**config.mk**
```make
export PLATFORM = sky130hd
export DESIGN_NAME = riscv_multicycle_sequencer
export DESIGN_NICKNAME = d
export VERILOG_FILES = /design/src/rtl/riscv_multicycle_sequencer.sv
export SDC_FILE = /design/constraint.sdc
export NUM_CORES = 1
export LEC_CHECK = 0
export ABC_AREA = 1
export CAP_MARGIN = 20
export CORE_UTILIZATION = 25
export DETAILED_ROUTE_END_ITERATION = 16
export PLACE_DENSITY = 0.53
export SYNTH_ARGS = -nofsm -noshare
export SYNTH_HDL_FRONTEND = slang
export SYNTH_SLANG_ARGS = --single-unit
```
**constraint.sdc**
```tcl
create_clock -name clk -period 4.1 [get_ports clk]
set_clock_uncertainty 0.2 [all_clocks]
set_input_delay 0.82 -clock clk [delete_from_list [all_inputs] [get_ports clk]]
set_output_delay 0.82 -clock clk [all_outputs]
set_load 0.05 [all_outputs]
```
**src/rtl/riscv_multicycle_sequencer.sv**
```systemverilog
// Multi-cycle FETCH/DECODE/EXEC/MEM/WB sequencer owning PC, IR and MDR, sharing one memory port.
// Optional performance counters are compiled in with `define RISCV_SEQ_PERF_COUNTERS_EN.
module riscv_multicycle_sequencer #(
    parameter logic [31:0] RESET_PC        = 32'h0000_0000,
    parameter logic [31:0] ADDR_ALIGN_MASK = 32'hFFFF_FFFC
) (
    input  logic        clk,
    input  logic        rst,
    output logic        mem_req,
    output logic        mem_we,
    output logic        mem_addr_sel,
    input  logic        mem_ready,
    input  logic [31:0] mem_rdata,
    output logic [31:0] instruction,
    output logic [31:0] pc,
    input  logic        dec_mem_read,
    input  logic        dec_mem_write,
    input  logic        dec_reg_write,
    input  logic        dec_branch,
    input  logic        dec_jump,
    input  logic        branch_taken,
    input  logic [31:0] target_addr,
    output logic [31:0] load_data,
    output logic        reg_write_commit,
    output logic        instr_retired,
    output logic        misalign_flag,
    output logic [2:0]  state_o
`ifdef RISCV_SEQ_PERF_COUNTERS_EN
    ,
    output logic [63:0] perf_cycles,
    output logic [63:0] perf_retired,
    output logic [31:0] perf_mem_stalls
`endif
);

    localparam logic [31:0] NOP_INSTR = 32'h0000_0013;

    typedef enum logic [2:0] {
        FETCH  = 3'd0,
        DECODE = 3'd1,
        EXEC   = 3'd2,
        MEM    = 3'd3,
        WB     = 3'd4
    } state_t;

    state_t      state;
    state_t      state_next;
    logic        req_raw;
    logic        we_raw;
    logic        redirect;
    logic        target_misaligned;
    logic [31:0] pc_next;

    always_ff @(posedge clk or posedge rst) begin
        if (rst) begin
            state <= FETCH;
        end else begin
            state <= state_next;
        end
    end

    always_comb begin
        state_next = FETCH;
        case (state)
            FETCH:   state_next = mem_ready ? DECODE : FETCH;
            DECODE:  state_next = EXEC;
            EXEC:    state_next = (dec_mem_read || dec_mem_write) ? MEM : WB;
            MEM:     state_next = mem_ready ? WB : MEM;
            WB:      state_next = FETCH;
            default: state_next = FETCH;
        endcase
    end

    always_comb begin
        req_raw          = 1'b0;
        we_raw           = 1'b0;
        mem_addr_sel     = 1'b0;
        reg_write_commit = 1'b0;
        instr_retired    = 1'b0;
        misalign_flag    = 1'b0;
        case (state)
            FETCH: begin
                req_raw = 1'b1;
            end
            MEM: begin
                req_raw      = 1'b1;
                we_raw       = dec_mem_write;
                mem_addr_sel = 1'b1;
            end
            WB: begin
                reg_write_commit = dec_reg_write;
                instr_retired    = 1'b1;
                misalign_flag    = redirect && target_misaligned;
            end
            default: begin
                req_raw = 1'b0;
            end
        endcase
    end

    // Reset must kill an in-flight access at once, not at the next edge.
    assign mem_req = req_raw && !rst;
    assign mem_we  = we_raw && !rst;

    assign redirect          = dec_jump || (dec_branch && branch_taken);
    assign target_misaligned = (target_addr[1:0] != 2'b00);
    assign pc_next           = redirect ? (target_addr & ADDR_ALIGN_MASK) : (pc + 32'd4);
    assign state_o           = state;

    // Each architectural register is written in exactly one state, so intents act once.
    always_ff @(posedge clk or posedge rst) begin
        if (rst) begin
            pc          <= RESET_PC;
            instruction <= NOP_INSTR;
            load_data   <= 32'h0000_0000;
        end else begin
            if (state == FETCH && mem_ready) begin
                instruction <= mem_rdata;
            end
            if (state == MEM && mem_ready && dec_mem_read && !dec_mem_write) begin
                load_data <= mem_rdata;
            end
            if (state == WB) begin
                pc <= pc_next;
            end
        end
    end

`ifdef RISCV_SEQ_PERF_COUNTERS_EN
    always_ff @(posedge clk or posedge rst) begin
        if (rst) begin
            perf_cycles     <= 64'd0;
            perf_retired    <= 64'd0;
            perf_mem_stalls <= 32'd0;
        end else begin
            perf_cycles <= perf_cycles + 64'd1;
            if (instr_retired) begin
                perf_retired <= perf_retired + 64'd1;
            end
            if (mem_req && !mem_ready) begin
                perf_mem_stalls <= perf_mem_stalls + 32'd1;
            end
        end
    end
`endif

endmodule

```
# == After elaboration in Yosys (flattened, before gate mapping) ==
# Cells that the tools add are included.
# classes
addsub,1
eq_ne,4
n_mux,11
n_reduce_logical,15
# op_table
op,count
$add A32 B3 Y32 const B,1
$mux W32,1
$pmux W3 S4,1
$logic_and A1 B1 Y1,8
$mux W1,7
$eq A3 B2 Y1 const B,2
$mux W3,2
$eq A3 B1 Y1 const B,1
$eq A3 B3 Y1 const B,1
$logic_not A3 Y1,1
$logic_not A1 Y1,2
$logic_or A1 B1 Y1,2
$reduce_bool A2 Y1,1
$reduce_or A2 Y1,1
# totals
ff_bits,99
input_bits,73
output_inout_bits,105
wordCells,35

# == Logic depth before layout (Yosys ltp) ==
# logic_depth
depth_word,4
ltp_mapped,10
ltp_nobuf,10

# == Least setup slack after synthesis ==
# OpenSTA, ideal clock, no wires.
# synth_timing
path_kind,reg2out
from,"reg state[1], in the netlist state_o[1]"
to,out mem_we
arrival_time_ns,2.550
setup_slack_ns,0.530
stages_incl_launch_ff,5
path_cell_list,dfrtp_1 > inv_2 > nor3_4 > inv_1 > nor3_1
# synth_between
elab_chain_cells,3
# synth_rtl
item,line_no,text
"start, declared",46,state_t state;
"start signal, assigned",58,state <= state_next;
$eq A3 B2 Y1,81,case (state)
$mux W1,81,
$logic_and A1 B1 Y1,103,assign mem_we = we_raw && !rst;
"end, declared",10,"output logic mem_we,"
# No other way between the ends.

# == Worst setup path in the final report ==
# layout_timing
from,in dec_mem_write
to,out mem_we
# layout_between
elab_chain_cells,2
# layout_rtl
item,line_no,text
"start, declared",17,"input logic dec_mem_write,"
$mux W1,81,
$logic_and A1 B1 Y1,103,
# No other way between the ends.

==> out/qor.csv <==
stage,metric,value,unit
cells_and_area,fill_cells,2087,
global_routing,grt_remaining_overflow,0,
synthesis,ys_types,36,
place,dp.cells,1060,
synthesis,synth-async-reset-ratio,100,%
global_routing,grt_max_degree,63,
job,cap_violations,0,
global_routing,grt_use_total,14.7,%
cells_and_area,layout-drive-gt1-share,13.3,%
clock_network,htree_num_levels,3,
sta,slew_viol_final,0,
place,port_buffers,175,
synthesis,synthAdderAreaFrac,0.248,%
clock_network,hold_buffers,0,
floorplanning,die_x,144,um
hold_path,holdPathEnd,instruction[18]$_DFFE_PP0P_,
synthesis,synthTopCellsByCount,"168 x nand2_1, 94 x dfrtp_1, 88 x nor2_1",
floorplanning,pin_count,178,
floorplanning,initial_utilization,25.7,%
setup_path,r2r_end,load_data[26]$_DFFE_PP0P_,
place,placed_area,7040,um^2
place,hpwl,10800,um
setup_path,crit_arrival,2360,ps
power_and_ir_drop,powerDensity,908,nW/um^2
route,firstDrtPassIters,4,
hold_path,timing.hold.worst.class,register to register,
global_routing,grt_pass1_wl,23200,um
setup_path,cp_max_fo,2,
synthesis,syn_area_per_cell,7.91,um^2
sta,tns,0,ps
cells_and_area,final_area,7340,um^2
synthesis,yosys.area.top_type,dfrtp_1,
sta,whs,284,ps
route,drt_first_iter_violations,193,
clock_network,ctsResizeCount,0,
floorplanning,rows,51,
synthesis,yosys-top-cells-area,"dfrtp_1 47%, nand2_1 12%, nor2_1 6.5%, o21ai_2 5.6%, inv_1 4.7%",
synthesis,yosysTopAreaCellShare,46.6,%
sta,tightest_slew,807,ps
setup_path,crit_required,3080,ps
setup_path,r2r_cells,5,
sta,period_share,82.4,%
place,pre_cts_ws,704,ps
clock_network,cts_tree,built,
clock_network,cts_sinks,97,
clock_network,clk_pin_slew,70,ps
floorplanning,core,19700,um^2
synthesis,ys_seq_area_share,48.2,%
hold_path,holdPathStages,2,
cells_and_area,nets,880,
synthesis,synth.mux.area_fraction,0,%
cells_and_area,diodes,0,
status,status,"finished, final reports clean",
synthesis,synth_top_family_by_area,simple AND/OR/NAND/NOR gates,
clock_network,postCtsSetupRepairBufs,0,
setup_path,rrSetupSlack,1740,ps
sta,rsz0062_at_grt,false,
synthesis,syn_area,5050,um^2
power_and_ir_drop,max-vdd-ir-drop,0.427,mV
power_and_ir_drop,leakage,3.23,nW
route,viasPerCell,4.21,
synthesis,synth_ff_type,dfrtp_1,
route,drc_errors,0,
synthesis,synth_edf_count,0,
setup_path,path_class,input port to output port,
sta,hold_viol_final,0,
sta,setup_viol,0,
hold_path,hold_start,instruction[18]$_DFFE_PP0P_,
route,routed_wire_length_per_instance,13.8,um
synthesis,yosysMostFrequentCell,nand2_1,
setup_path,startpoint_type,input port,
cells_and_area,stdcell_count,1076,
cells_and_area,area_growth,45.5,%
floorplanning,die_area,20800,um^2
sta,fmax,296,MHz
setup_path,r2r_start,state_o[2]$_DFF_PP0_,
synthesis,yosys_warnings,0,
synthesis,synthCells,638,
synthesis,synth-compound-area-share,12.6,%
synthesis,synthSimpleGateAreaFrac,30.1,%
sta,relSlewSlack,46.1,%
route,via_count,4533,
cells_and_area,utilization,37.4,%
sta,fin_crit,3380,ps
global_routing,grt_pass1_vias,4358,
synthesis,synthXorXnorAreaFrac,0,%
clock_network,clk_path_buf_depth,2,
global_routing,antenna_found_initial,0,
floorplanning,die_h,144,um
route,detail-route-antenna-nets,0,
clock_network,cts_made_buffers,9,
clock_network,worstSkewPairLatency,350,ps
clock_network,cts_root_buffer,clkbuf_16,
setup_path,end_kind,output port,
place,gp_congestion,0.834,
synthesis,synth-seq-cells,97,
sta,setup_slack,720,ps
route,wl,14900,um
power_and_ir_drop,p_total,6.67,mW
==> where the power goes <==
| part | internal [mW] | switching (mW) | leakage (nW) |
|---|---|---|---|
| clock | 0.484 | 0.411 | 0.143 |
| sequential | 1.43 | 0.441 | 1.19 |
| combinational | 1.27 | 2.63 | 1.90 |
| total | 3.19 | 3.48 | 3.23 |
==> sequential cells by signal, summed over array words and instances, names as in the netlist <==
register and cells:
load_data 32, instruction 32, state_o 3, pc 30
==> critical path, cell delays in order <==
cell and delay [ps]:
clkdlybuf4s50_1 470, inv_1 70, nor3_1 180, clkdlybuf4s50_1 820
==> metal layers <==
layer  share of wire (%)  track usage (%)  up-vias
li1                    -                -     2344
met1                  44             18.2     1999
met2                  44             23.3      176
met3                  11             5.46       14
met4                 1.4             5.32        0
met5                   0                0        -
==> layout make-up <==
class / count / area, um^2 / area share [%]
flip-flops and latches: 97 / 2430 / 33.1
multi-input cells: 448 / 2190 / 29.8
inverters: 67 / 254 / 3.46
clock buffers: 10 / 229 / 3.12
clock inverters: 6 / 76.3 / 1.04
repair buffers: 183 / 1830 / 25.0
well taps: 265 / 332 / 4.51
==> cell families (layout without fill, tap and decap cells) <==
logic type / Yosys count / count (layout)
DFF: 97 / 97
other: 1 / 2
adders and majority gates: 1 / 1
buffers and inverters: 94 / 266
and+or+nand+nor: 347 / 347
AOI/OAI and AO/OA: 98 / 98
==> worst max path at each step <==
stage,from,to,slack (ps),depth (start not counted)
finish,dec_mem_write,mem_we,720,4
global route,dec_mem_write,mem_we,660,4
CTS,dec_mem_write,mem_we,700,4
detailed placement,dec_mem_write,mem_we,700,4
global placement,dec_mem_write,mem_we,710,4
floorplan,state_o[1]$_DFF_PP0_,mem_we,530,4
==> cells in the final DEF, fill, tap and decap left out, drive strengths merged, types with 8 or more instances in the layout <==
| master | n |
|---|---|
| dfrtp | 94 |
| clkdlybuf4s50 | 174 |
| nand3 | 31 |
| nand2 | 198 |
| clkbuf | 10 |
| a21oi | 8 |
| buf | 9 |
| nor3 | 12 |
| inv | 69 |
| o21ai | 80 |
| nor2 | 96 |
(Power assumes the default switching activity.)
